==> src/rtl/fpga_cfg_pkg.sv <==
// ----------------------------------------------------------------------------
// fpga_cfg_pkg
//   Shared definitions for the fabric configuration loader.
//   - cfg_state_t : loader state machine encoding
//   - CRC16_POLY  : CRC-16-CCITT polynomial used to protect the bitstream
//   - CRC16_INIT  : CRC register value at the start of every load
//   - crc16_step  : one bit of the MSB-first CRC register update
//   The CRC items are only used when BITSTREAM_CRC_EN is defined.
// ----------------------------------------------------------------------------
package fpga_cfg_pkg;

    typedef enum logic [2:0] {
        IDLE   = 3'd0,
        FETCH  = 3'd1,
        SHIFT  = 3'd2,
        FINISH = 3'd3,
        DONE   = 3'd4,
        ERROR  = 3'd5
    } cfg_state_t;

    localparam logic [15:0] CRC16_POLY = 16'h1021;
    localparam logic [15:0] CRC16_INIT = 16'hFFFF;

    // Feedback is the outgoing MSB xor the new data bit.
    function automatic logic [15:0] crc16_step(input logic [15:0] crc, input logic bit_in);
        crc16_step = {crc[14:0], 1'b0} ^ (((crc[15] ^ bit_in) == 1'b1) ? CRC16_POLY : 16'h0000);
    endfunction

endpackage

==> src/rtl/prog_clk_divider.sv <==
// ----------------------------------------------------------------------------
// prog_clk_divider
//   Generates the configuration shift clock from the system clock. While
//   enabled, prog_clk toggles every CLK_DIV clk cycles, starting low. When
//   disabled the divider is cleared and prog_clk is held low, so the chain
//   never sees a clock edge outside a shift.
// Ports
//   clk      in   system clock
//   rst_n    in   asynchronous active-low reset
//   enable   in   run the divider (loader in SHIFT)
//   prog_clk out  registered shift clock (glitch-free)
//   rise     out  strobe: prog_clk goes high on the next clk edge
//   fall     out  strobe: prog_clk goes low on the next clk edge
// ----------------------------------------------------------------------------
module prog_clk_divider #(
    parameter int CLK_DIV = 2
) (
    input  logic clk,
    input  logic rst_n,
    input  logic enable,
    output logic prog_clk,
    output logic rise,
    output logic fall
);

    localparam int DW = (CLK_DIV > 1) ? $clog2(CLK_DIV) : 1;

    logic [DW-1:0] div_cnt;
    logic          terminal;

    // Strobes are decoded one cycle ahead so the loader updates its
    // counters on the same edge that moves prog_clk.
    assign terminal = enable && (div_cnt == DW'(CLK_DIV - 1));
    assign rise     = terminal && !prog_clk;
    assign fall     = terminal && prog_clk;

    always_ff @(posedge clk or negedge rst_n) begin
        if (!rst_n) begin
            div_cnt  <= '0;
            prog_clk <= 1'b0;
        end else if (!enable) begin
            div_cnt  <= '0;
            prog_clk <= 1'b0;
        end else if (terminal) begin
            div_cnt  <= '0;
            prog_clk <= ~prog_clk;
        end else begin
            div_cnt  <= div_cnt + 1'b1;
        end
    end

endmodule

==> src/rtl/bitstream_loader.sv <==
// ----------------------------------------------------------------------------
// bitstream_loader
//   Programming controller for the fabric configuration chain. Takes a byte
//   stream, shifts it LSB-first onto prog_in with a generated prog_clk and
//   keeps prog_en high for exactly CHAIN_LEN shifts.
//   Optional feature macro: BITSTREAM_CRC_EN -- two trailing CRC-16-CCITT
//   bytes (high byte first) are fetched after the chain data and compared
//   against a CRC of the shifted bits; a mismatch ends in ERROR with the
//   fabric kept in programming mode.
// Ports
//   clk, rst_n           system clock, asynchronous active-low reset
//   start                one-cycle pulse, begins a load when not busy
//   cfg_data/valid/ready configuration byte stream (valid/ready handshake)
//   prog_in/clk/en       serial chain data, shift clock, programming mode
//   prog_out_fb          chain tail, sticky debug only (CRC build)
//   busy, done, error    load status; done/error held until next start
// ----------------------------------------------------------------------------
module bitstream_loader
    import fpga_cfg_pkg::*;
#(
    parameter int CHAIN_LEN = 25000,
    parameter int CLK_DIV   = 2,
    parameter int CNT_W     = 15
) (
    input  logic       clk,
    input  logic       rst_n,
    input  logic       start,
    input  logic [7:0] cfg_data,
    input  logic       cfg_valid,
    output logic       cfg_ready,
    output logic       prog_in,
    output logic       prog_clk,
    output logic       prog_en,
    input  logic       prog_out_fb,
    output logic       busy,
    output logic       done,
    output logic       error
);

`ifdef BITSTREAM_CRC_EN
    localparam bit CRC_EN = 1'b1;
`else
    localparam bit CRC_EN = 1'b0;
`endif

    cfg_state_t       state, state_nxt;
    logic [7:0]       sreg;
    logic [2:0]       bit_idx;
    logic [CNT_W-1:0] bit_cnt;
    logic             shift_en, rise, fall;
    logic             start_accept, handshake, chain_full;
    logic             fetch_crc, crc_last, crc_ok;
    logic             unused_fb;

    assign shift_en     = (state == SHIFT);
    assign start_accept = start && ((state == IDLE) || (state == DONE) || (state == ERROR));
    assign handshake    = cfg_valid && cfg_ready;
    assign chain_full   = (bit_cnt == CNT_W'(CHAIN_LEN));

    prog_clk_divider #(
        .CLK_DIV (CLK_DIV)
    ) u_div (
        .clk      (clk),
        .rst_n    (rst_n),
        .enable   (shift_en),
        .prog_clk (prog_clk),
        .rise     (rise),
        .fall     (fall)
    );

    // State register.
    always_ff @(posedge clk or negedge rst_n) begin
        if (!rst_n) begin
            state <= IDLE;
        end else begin
            state <= state_nxt;
        end
    end

    // Next-state logic. A bit is complete on its falling prog_clk edge; the
    // bit counter already includes it there, so a mid-byte chain end drops
    // the remaining bits of the current byte.
    always_comb begin
        state_nxt = state;
        case (state)
            IDLE, DONE, ERROR: begin
                if (start) begin
                    state_nxt = FETCH;
                end
            end
            FETCH: begin
                if (cfg_valid) begin
                    if (!fetch_crc) begin
                        state_nxt = SHIFT;
                    end else if (crc_last) begin
                        state_nxt = FINISH;
                    end
                end
            end
            SHIFT: begin
                if (fall) begin
                    if (chain_full) begin
                        state_nxt = CRC_EN ? FETCH : FINISH;
                    end else if (bit_idx == 3'd7) begin
                        state_nxt = FETCH;
                    end
                end
            end
            FINISH: begin
                state_nxt = crc_ok ? DONE : ERROR;
            end
            default: begin
                state_nxt = IDLE;
            end
        endcase
    end

    // Moore outputs. prog_en stays high in ERROR so a failed load leaves the
    // routing inert rather than half-configured.
    always_comb begin
        cfg_ready = (state == FETCH);
        busy      = (state == FETCH) || (state == SHIFT) || (state == FINISH);
        prog_en   = busy || (state == ERROR);
        done      = (state == DONE);
        prog_in   = shift_en ? sreg[bit_idx] : 1'b0;
    end

    // Shift datapath: byte capture, bit position within the byte, and the
    // chain-wide shift count advanced on every rising prog_clk.
    always_ff @(posedge clk or negedge rst_n) begin
        if (!rst_n) begin
            sreg    <= '0;
            bit_idx <= '0;
            bit_cnt <= '0;
        end else begin
            if (start_accept) begin
                bit_cnt <= '0;
            end else if (rise) begin
                bit_cnt <= bit_cnt + 1'b1;
            end
            if (handshake && !fetch_crc) begin
                sreg    <= cfg_data;
                bit_idx <= '0;
            end else if (fall) begin
                bit_idx <= bit_idx + 1'b1;
            end
        end
    end

`ifdef BITSTREAM_CRC_EN
    logic [15:0] crc_calc;
    logic [15:0] crc_rx;
    logic        crc_phase;
    logic        crc_byte;
    logic        fb_sticky;

    // CRC over the shifted data bits, plus capture of the two trailing CRC
    // bytes (first byte received is the high byte).
    always_ff @(posedge clk or negedge rst_n) begin
        if (!rst_n) begin
            crc_calc  <= CRC16_INIT;
            crc_rx    <= '0;
            crc_phase <= 1'b0;
            crc_byte  <= 1'b0;
            fb_sticky <= 1'b0;
        end else if (start_accept) begin
            crc_calc  <= CRC16_INIT;
            crc_rx    <= '0;
            crc_phase <= 1'b0;
            crc_byte  <= 1'b0;
            fb_sticky <= 1'b0;
        end else begin
            if (rise) begin
                crc_calc  <= crc16_step(crc_calc, prog_in);
                fb_sticky <= fb_sticky | prog_out_fb;
            end
            if (shift_en && fall && chain_full) begin
                crc_phase <= 1'b1;
            end
            if (handshake && crc_phase) begin
                crc_rx   <= {crc_rx[7:0], cfg_data};
                crc_byte <= 1'b1;
            end
        end
    end

    assign fetch_crc = crc_phase;
    assign crc_last  = crc_byte;
    assign crc_ok    = (crc_rx == crc_calc);
    assign error     = (state == ERROR);
    assign unused_fb = fb_sticky;
`else
    assign fetch_crc = 1'b0;
    assign crc_last  = 1'b0;
    assign crc_ok    = 1'b1;
    assign error     = 1'b0;
    assign unused_fb = prog_out_fb;
`endif

endmodule

==> config.mk <==
export PLATFORM = sky130hd
export DESIGN_NAME = bitstream_loader
export DESIGN_NICKNAME = d
export VERILOG_FILES = /design/src/rtl/fpga_cfg_pkg.sv /design/src/rtl/prog_clk_divider.sv /design/src/rtl/bitstream_loader.sv
export SDC_FILE = /design/constraint.sdc
export NUM_CORES = 1
export LEC_CHECK = 0
export ABC_AREA = 0
export BUFFER_PORTS_ARGS = -buffer_cell sky130_fd_sc_hd__buf_2
export CAP_MARGIN = 20
export CELL_PAD_IN_SITES_DETAIL_PLACEMENT = 1
export CELL_PAD_IN_SITES_GLOBAL_PLACEMENT = 1
export CORE_MARGIN = 3
export CORE_UTILIZATION = 45
export DETAILED_ROUTE_END_ITERATION = 6
export GPL_ROUTABILITY_DRIVEN = 0
export PLACE_DENSITY_LB_ADDON = 0.1
export REMOVE_ABC_BUFFERS = 1
export SETUP_SLACK_MARGIN = 0.4
export SLEW_MARGIN = 20
export SYNTH_ARGS = -nofsm -noshare
export SYNTH_HDL_FRONTEND = slang
export SYNTH_SLANG_ARGS = --single-unit
==> constraint.sdc <==
create_clock -name clk -period 2.5 [get_ports clk]
set_input_delay 0 -clock clk [delete_from_list [all_inputs] [get_ports clk]]
set_output_delay 0 -clock clk [all_outputs]
set_load 0.005 [all_outputs]
Word-level counts from Yosys, hierarchy flattened:

Index checks and enable logic that the tools add are counted.

* logic and storage cells: 56
* register bits: 31
* input port bits: 13

* mux-type cells: 17
* equality and inequality tests: 12
* add/subtract/negate cells: 3
* bitwise gates (word level): 1
* $lt $le $gt $ge: 1
* reductions and logical operators: 16

Operator list (number)
* $mux W15: 2
* $mux W3: 7
* $add A15 B1 Y15 const B: 1
* $eq A15 B15 Y1 const B: 1
* $pmux W3 S4: 1
* $eq A3 B3 Y1 const B: 3
* $eq A3 B2 Y1 const B: 2
* $mux W1: 6
* $logic_and A1 B1 Y1: 5
* $logic_or A1 B1 Y1: 5
* $lt A3 B4 Y1 const B: 1
* $ne A2 B1 Y1 const B: 2
* $ne A2 B2 Y1 const B: 2
* $reduce_and A4 Y1: 1
* $reduce_bool A2 Y1: 2
* $add A3 B1 Y3 const B: 1
* $bmux W1 S3: 1
* $eq A3 B1 Y1 const B: 1
* $logic_not A3 Y1: 1
* $ne A3 B1 Y1 const B: 1
* $reduce_or A3 Y1: 1
* $add A1 B1 Y1 const B: 1
* $logic_not A1 Y1: 1
* $not A1 Y1: 1

Depth between registers and ports, before layout:

Gate-level depths: netlist of the first run.

* depth in word-level cells: 5
* mapped depth: 7
* depth with buffers taken out: 6

Hierarchy:

From an unflattened synthesis of the first run, not the netlist that was laid out.

* cell total of the unflattened synthesis: 153
* area, all modules: 1672.9 um^2

By module, submodules not included
* bitstream_loader: area each 1584.0 um^2, instances 1, cells an instance 145, seq. area each 725.7 um^2
* prog_clk_divider: area each 88.8 um^2, instances 1, cells an instance 8, seq. area each 50.0 um^2

Worst setup path before layout of the first run:

Ideal clock, no wire load.

* path type: register to register
* from: register state[0]
* to: register bit_cnt[13]
* stages on the path, launching flop included: 8
* data arrival time: 1.904 ns
* library setup time: 0.078 ns
* clock period less this slack: 1.983 ns
* data required time: 2.422 ns
* setup slack: 0.517 ns
* path through: dfrtp_1 > buf_6 > or3b_4 > buf_6 > or3_1 > buf_2 > or3_1 > a21oi_1

* longest elaborated chain between the ends: 5

Ends and longest elaborated chain
* start: declaration: line bitstream_loader.sv:46 `cfg_state_t state, state_nxt;`
* start signal: assignment: line bitstream_loader.sv:76 `state <= state_nxt;`
* $eq A3 B3 Y1 or $logic_not A3 Y1 (tied branches): line bitstream_loader.sv:56 `assign start_accept = start && ((state == IDLE) || (state == DONE) || (state == ERROR));`
* $logic_or A1 B1 Y1 (2 in series): line bitstream_loader.sv:56
* $logic_and A1 B1 Y1: line bitstream_loader.sv:56
* $mux W15 or $reduce_bool A2 Y1 (tied branches)
* end signal: assignment: line bitstream_loader.sv:139 `bit_cnt <= bit_cnt + 1'b1;`
* end: declaration: line bitstream_loader.sv:49 `logic [CNT_W-1:0] bit_cnt;`

Parallel ways exist; a longest one is shown, timed or not.
A chain may end at the register's enable or synchronous reset.

Worst setup path after layout of the first run:

Same ends and word-level chain as after synthesis.

==> results of run 1 <==
[worst max path at each step]
stage          slack (ns)          end
6_report             0.57  bit_cnt[13]
5_1_grt              0.46  bit_cnt[12]
4_1_cts              0.42  bit_cnt[11]
3_5_place_dp         0.44  bit_cnt[13]
3_3_place_gp         0.49  bit_cnt[13]
2_1_floorplan        0.63   bit_cnt[9]
[cell families after synthesis]
kind of cell	synth area share, %
multiplexers	9.57
adder cells (fa/ha/maj)	3.06
XOR/XNOR	4.29
flip-flops	47.5
buffers and inverters	4.29
other	0.229
AND/OR/NAND/NOR	22.4
AO/OA/AOI/OAI	8.73
[timing repair]
item / in CTS / in global routing
hold endpoints to repair: 41 / 0
setup endpoints to repair: 0 / 3
hold buffers: 11 / 0
resized for setup: 0 / 3
[worst max-delay path: stages (launching register included)]
cell,delay (ns)
dfrtp_2,0.48
or3b_4,0.47
or3_4,0.45
or3_1,0.33
a21oi_1,0.14
[synth_stat cells, types with 3 or more instances]
library cell / instances
clkbuf_1: 4
nand4_1: 4
nor2_1: 13
inv_1: 4
a21oi_1: 10
nand2_1: 6
or3_1: 6
nand3_1: 9
dfrtp_1: 31
xnor2_1: 3
o21ai_0: 7
ha_1: 4
mux2_2: 9
xor2_1: 5
nor2b_1: 3
[cell type report]
class                      count  area [um^2]  share of cell area, %
clock inverter                 3         15.0                  0.787
sequential                    31          778                   40.8
timing repair buffer          30          210                   11.0
inverter                       4         15.0                  0.787
clock buffer                   5         37.5                   1.97
tap                           46         57.6                   3.02
multi-input combinational    111          793                   41.6
[flip-flops by register name, indices dropped and copies added (netlist names)]
name and cells:
bit_cnt 15, bit_idx 3, sreg 8, state 3, u_div.div_cnt 1, u_div.prog_clk 1
[metal layers]
metal	global-route usage (%)	up-vias	part of all wire [%]
li1	-	610	-
met1	23.3	659	42
met2	38.9	17	53
met3	5.10	11	2.8
met4	11.9	0	2.7
met5	0	-	0
[power by group through the flow]
stage          Combinational (mW)  Sequential (mW)  Clock (mW)
2_1_floorplan               0.302            0.683           0
3_3_place_gp                0.422            0.706           0
3_5_place_dp                0.445            0.716           0
4_1_cts                     0.461            0.705       0.302
5_1_grt                     0.523            0.741       0.332
6_report                    0.467            0.721       0.299
[placed cells by master (no fill, tap or decap), types with 2 or more instances in the layout]
master,n
ha_1,4
o21ai_0,7
inv_1,4
clkinv_2,3
xor2_1,5
and2_1,2
and4_1,2
nand4_1,4
dlygate4sd3_1,11
and3_1,2
nor3b_1,2
o31ai_1,2
nor2_1,13
xnor2_1,3
nand2b_1,2
buf_2,17
clkbuf_4,5
nor4bb_1,2
mux2_2,9
dfrtp_1,29
buf_4,2
a22o_1,2
nor4_1,2
nor2b_1,3
nand2_1,6
or3_1,5
a21oi_1,10
mux4_2,2
dfrtp_2,2
nand3_1,9
==> results.sh, run 1 <==
export IMPL_run_status="finished clean"
export IMPL_grt_max_degree=32
export IMPL_powerDensity_nw_per_um2=780
export IMPL_coreArea_um2=3420
export IMPL_drc=0
export IMPL_switchingPower_mw=0.542
export IMPL_hold_ws_ns=0.223
export IMPL_crit_start="state[0]"
export IMPL_track_usage_pct=21.8
export IMPL_period_share_pct=77.4
export IMPL_clock_root_buffer="clkbuf_4"
export IMPL_die_h_um=66.3
export IMPL_reg2reg_slack_ns=0.57
export IMPL_clock_power_share_pct=20.1
export IMPL_combPwrFrac_pct=31.4
export IMPL_intPower_mw=0.946
export IMPL_worst_pin_slew_ns=0.702
export IMPL_synthFlopType="dfrtp_1"
export IMPL_ir_worst_vdd_mv=0.650
export IMPL_arrival_ns=2.23
export IMPL_cts_buffers=5
export IMPL_crit_path_end_kind="register"
export IMPL_finalSetupTns_ns=0
export IMPL_seq_area_frac_synth_pct=47.5
export IMPL_portBuffers=17
export IMPL_vias=1297
export IMPL_post_cts_buffers=0
export IMPL_hpwl_mm=2.56
export IMPL_max_freq_mhz=517
export IMPL_swShare_pct=36.4
export IMPL_p_total_mw=1.49
export IMPL_antenna_cells=0
export IMPL_reg2reg_depth=4
export IMPL_yosysWarningCount=0
export IMPL_wirelength_mm=3.95
export IMPL_gr_total_overflow=0
export IMPL_fp_dieW_um=66.3
export IMPL_setup_viol=0
export IMPL_cp_max_fo=10
export IMPL_post_dp_cell_area_um2=1740
export IMPL_fin_ws_ns=0.565
export IMPL_seqPwrFrac_pct=48.5
export IMPL_cts_tree="built"
export IMPL_post_place_ws_ns=0.440
export IMPL_synth_distinct_cells=40
export IMPL_clkSinkCount=31
export IMPL_r2r_start="state[0]"
export IMPL_syn_area_per_cell_um2=10.5
export IMPL_p_leak_nw=0.835
export IMPL_synthToLayoutAreaGrowth_pct=16.7
export IMPL_rows=21
export IMPL_yosysTopAreaCell="dfrtp_1"
export IMPL_antenna_found_initial=0
export IMPL_dp_cells=211
export IMPL_routedWlPerCell_um=17.2
export IMPL_grt_pass1_wl_mm=6.80
export IMPL_design_die_area_um2=4390
export IMPL_crit_type="register to register"
export IMPL_clockBufferDepth=2
export IMPL_synthTopCellsByArea="dfrtp_1 (47%), mux2_2 (6.2%), a21oi_1 (3.1%)"
export IMPL_ant_nets=0
export IMPL_drt_iter0_markers=90
export IMPL_layout_nets=200
export IMPL_htree_num_levels=2
export IMPL_required_ns=2.79
export IMPL_slew_headroom_pct=53.2
export IMPL_drv_slew=0
export IMPL_syn_area_um2=1630
export IMPL_holdCritPathClass="primary input to asynchronous set/reset pin"
export IMPL_initial_core_util_pct=47.8
export IMPL_final_cells=230
export IMPL_cap_viol_max_count=0
export IMPL_yosysTopAreaCellShare_pct=47.5
export IMPL_insertion_delay_ns=0.36
export IMPL_timing_rr_end="bit_cnt[13]"
export IMPL_start_kind="register"
export IMPL_first_pass_iters=6
export IMPL_synthCells=155
export IMPL_finalHoldViolations=0
export IMPL_grt_pass1_vias=1414
export IMPL_clk_pin_slew_worst_paths_ns=0.11
export IMPL_ys_seq_elements=31
export IMPL_fin_worst_skew_ns=0.00837
export IMPL_rsz0062_at_grt="no"
export IMPL_async_flop_share_pct=100
export IMPL_nFillCells=384
export IMPL_via_per_inst=5.64
export IMPL_drive_above_1_share_pct=23.9
export IMPL_final_core_util_pct=55.8
export IMPL_fin_area_um2=1910
export IMPL_period_minus_slack_ns=1.93
export IMPL_synth_edf_count=0
export IMPL_io_pins=20
(Power assumes the default switching activity.)
==> run 2: changes to the inputs <==
--- a/config.mk
+++ b/config.mk
@@ -11,7 +11,7 @@
 export CELL_PAD_IN_SITES_DETAIL_PLACEMENT = 1
 export CELL_PAD_IN_SITES_GLOBAL_PLACEMENT = 1
 export CORE_MARGIN = 3
-export CORE_UTILIZATION = 45
+export CORE_UTILIZATION = 40
 export DETAILED_ROUTE_END_ITERATION = 6
 export GPL_ROUTABILITY_DRIVEN = 0
 export PLACE_DENSITY_LB_ADDON = 0.1
==> constraint.sdc (replaced) <==
create_clock -name clk -period 1.65 [get_ports clk]
set_input_delay 0 -clock clk [delete_from_list [all_inputs] [get_ports clk]]
set_output_delay 0 -clock clk [all_outputs]
set_load 0.005 [all_outputs]
==> results.sh, run 2 (synthesis results as in run 1) <==
export IMPL_fin_worst_skew_ns=0.00495
export IMPL_failed_checks="negative setup slack"
export IMPL_powerDensity_nw_per_um2=1290
export IMPL_drt_iter0_markers=96
export IMPL_drv_slew=0
export IMPL_clock_root_buffer="clkbuf_8"
export IMPL_grt_pass1_vias=1653
export IMPL_grt_pass1_wl_mm=8.62
export IMPL_cap_viol_max_count=0
export IMPL_finalHoldViolations=0
export IMPL_vias=1557
export IMPL_dp_cells=235
export IMPL_slew_headroom_pct=51.2
export IMPL_cts_buffers=5
export IMPL_setup_viol=13
export IMPL_crit_type="register to register"
export IMPL_antenna_cells=0
export IMPL_required_ns=1.86
export IMPL_track_usage_pct=22.7
export IMPL_finalSetupTns_ns=-0.532
export IMPL_holdCritPathClass="primary input to register"
export IMPL_regArea_um2=778
export IMPL_nFillCells=375
export IMPL_top_regs="bit_cnt (15), sreg (8)"
export IMPL_clkSinkCount=31
export IMPL_cp_top_family="simple AND/OR/NAND/NOR gates"
export IMPL_cp_max_fo=2
export IMPL_multi_input_area_um2=1040
export IMPL_clock_power_share_pct=20.8
export IMPL_synthToLayoutAreaGrowth_pct=55.7
export IMPL_final_cell_mix="dfrtp_1 (29), buf_4 (24), buf_2 (17)"
export IMPL_first_pass_iters=4
export IMPL_cp_num_buf_inv=2
export IMPL_grt_max_degree=32
export IMPL_run_status="complete, but fails checks"
export IMPL_drc=0
export IMPL_largest_reg_flops=15
export IMPL_max_freq_mhz=573
export IMPL_hpwl_mm=2.89
export IMPL_seqPwrFrac_pct=31.5
export IMPL_worst_pin_slew_ns=0.732
export IMPL_max_stage_delay_ns=0.50
export IMPL_cts_tree="built"
export IMPL_period_minus_slack_ns=1.74
export IMPL_final_core_util_pct=67.0
export IMPL_reg2reg_slack_ns=-0.09
export IMPL_design_die_area_um2=4890
export IMPL_regMostFlops="bit_cnt"
export IMPL_fp_dieW_um=69.9
export IMPL_p_leak_nw=1.15
export IMPL_final_cells=267
export IMPL_clk_pin_slew_worst_paths_ns=0.07
export IMPL_io_pins=20
export IMPL_cp_slowest_cell="or4b_4"
export IMPL_min_from="cfg_valid"
export IMPL_fin_ws_ns=-0.0947
export IMPL_die_h_um=69.9
export IMPL_rsz0062_at_grt="yes"
export IMPL_mostFrequentLayoutCell="dfrtp_1"
export IMPL_p_total_mw=3.28
export IMPL_via_per_inst=5.83
export IMPL_holdPathEnd="state[0]"
export IMPL_arrival_ns=1.96
export IMPL_crit_chain="buf_4 > buf_6 > nor3b_4 > nand2_2 > or4b_4 > a21oi_2"
export IMPL_ir_worst_vdd_mv=0.948
export IMPL_period_share_pct=106
export IMPL_start_kind="register"
export IMPL_reg2reg_depth=6
export IMPL_initial_core_util_pct=43.0
export IMPL_gr_total_overflow=0
export IMPL_layout_nets=235
export IMPL_coreArea_um2=3800
export IMPL_switchingPower_mw=1.15
export IMPL_combPwrFrac_pct=47.6
export IMPL_timing_rr_end="bit_cnt[12]"
export IMPL_wirelength_mm=6.23
export IMPL_crit_path_end_kind="register"
export IMPL_insertion_delay_ns=0.29
export IMPL_rows=22
export IMPL_ant_nets=0
export IMPL_htree_num_levels=2
export IMPL_portBuffers=17
export IMPL_clockBufferDepth=2
export IMPL_hold_depth=4
export IMPL_routedWlPerCell_um=23.3
export IMPL_swShare_pct=35.1
export IMPL_antenna_found_initial=0
export IMPL_drive_above_1_share_pct=52.1
export IMPL_r2r_start="state[0]"
export IMPL_intPower_mw=2.13
==> run 2: cell types whose count changed in the layout (fill, tap and decap cells not counted), moves of 3 or more <==
cell and delta:
buf_6 +11, clkbuf_8 +7, nand3_1 -4, buf_4 +22
mux2_2 -5, clkinv_2 -3, a21oi_2 +7, mux2_4 +5
clkbuf_4 -5, a21oi_1 -7
==> run 2: final cells by class <==
class | instances | area share (%)
multi-input combinational | 111 | 41.0
sequential | 31 | 30.6
timing repair buffer | 65 | 21.6
clock buffer | 8 | 3.93
tap | 48 | 2.36
inverter | 4 | 0.590
==> run 2: layer usage <==
metal	wire (um)	GRT usage (%)	vias up
met4	200	7.45	0
met3	224	4.17	21
met5	0	0	-
li1	-	-	676
met1	2480	26.7	805
met2	3320	41.1	55
==> run 2: per-stage QoR <==
step           area [um^2]  setup slack (ns)  hold slack [ns]
2_1_floorplan         1580            -0.217           -0.296
3_3_place_gp          1920           -0.0490           0.0846
3_5_place_dp          1920            -0.145           0.0897
4_1_cts               2320          -0.00417           0.0767
5_1_grt               2540            -0.162            0.109
6_report              2540           -0.0947           0.0676
==> run 2: worst max path at each step <==
stage / cells after the start / endpoint / startpoint / slack [ns]
2_1_floorplan: 4 / bit_cnt[9] / state[1] / -0.22
3_3_place_gp: 4 / bit_cnt[11] / state[0] / -0.05
3_5_place_dp: 4 / bit_cnt[9] / state[0] / -0.15
4_1_cts: 4 / bit_cnt[9] / state[2] / -0.004
5_1_grt: 6 / state[0] / bit_cnt[0] / -0.16
6_report: 6 / bit_cnt[12] / state[0] / -0.09
==> run 2: worst register-to-register path, stage by stage, from the launching register on <==
cell and delay, ns:
dfrtp_1 0.39, buf_4 0.14, buf_6 0.12, nor3b_4 0.27, nand2_2 0.10, or4b_4 0.50, a21oi_2 0.15
==> run 2: power by group through the flow <==
stage,Clock [mW],Combinational (mW),Sequential [mW]
after global placement,0,0.887,1.01
final,0.685,1.56,1.04
after detailed placement,0,0.922,1.02
after CTS,0.678,1.21,1.01
after floorplan,0,0.457,1.04
after global routing,0.725,1.66,1.04
==> run 2: repair_timing <==
item	4_1_cts	5_1_grt
endpoints found under the setup margin	33	33
cloned	1	1
pin swaps	12	16
setup buffers	6	6
hold endpoints to repair	40	0
gates resized for setup	34	37
hold buffers	10	0
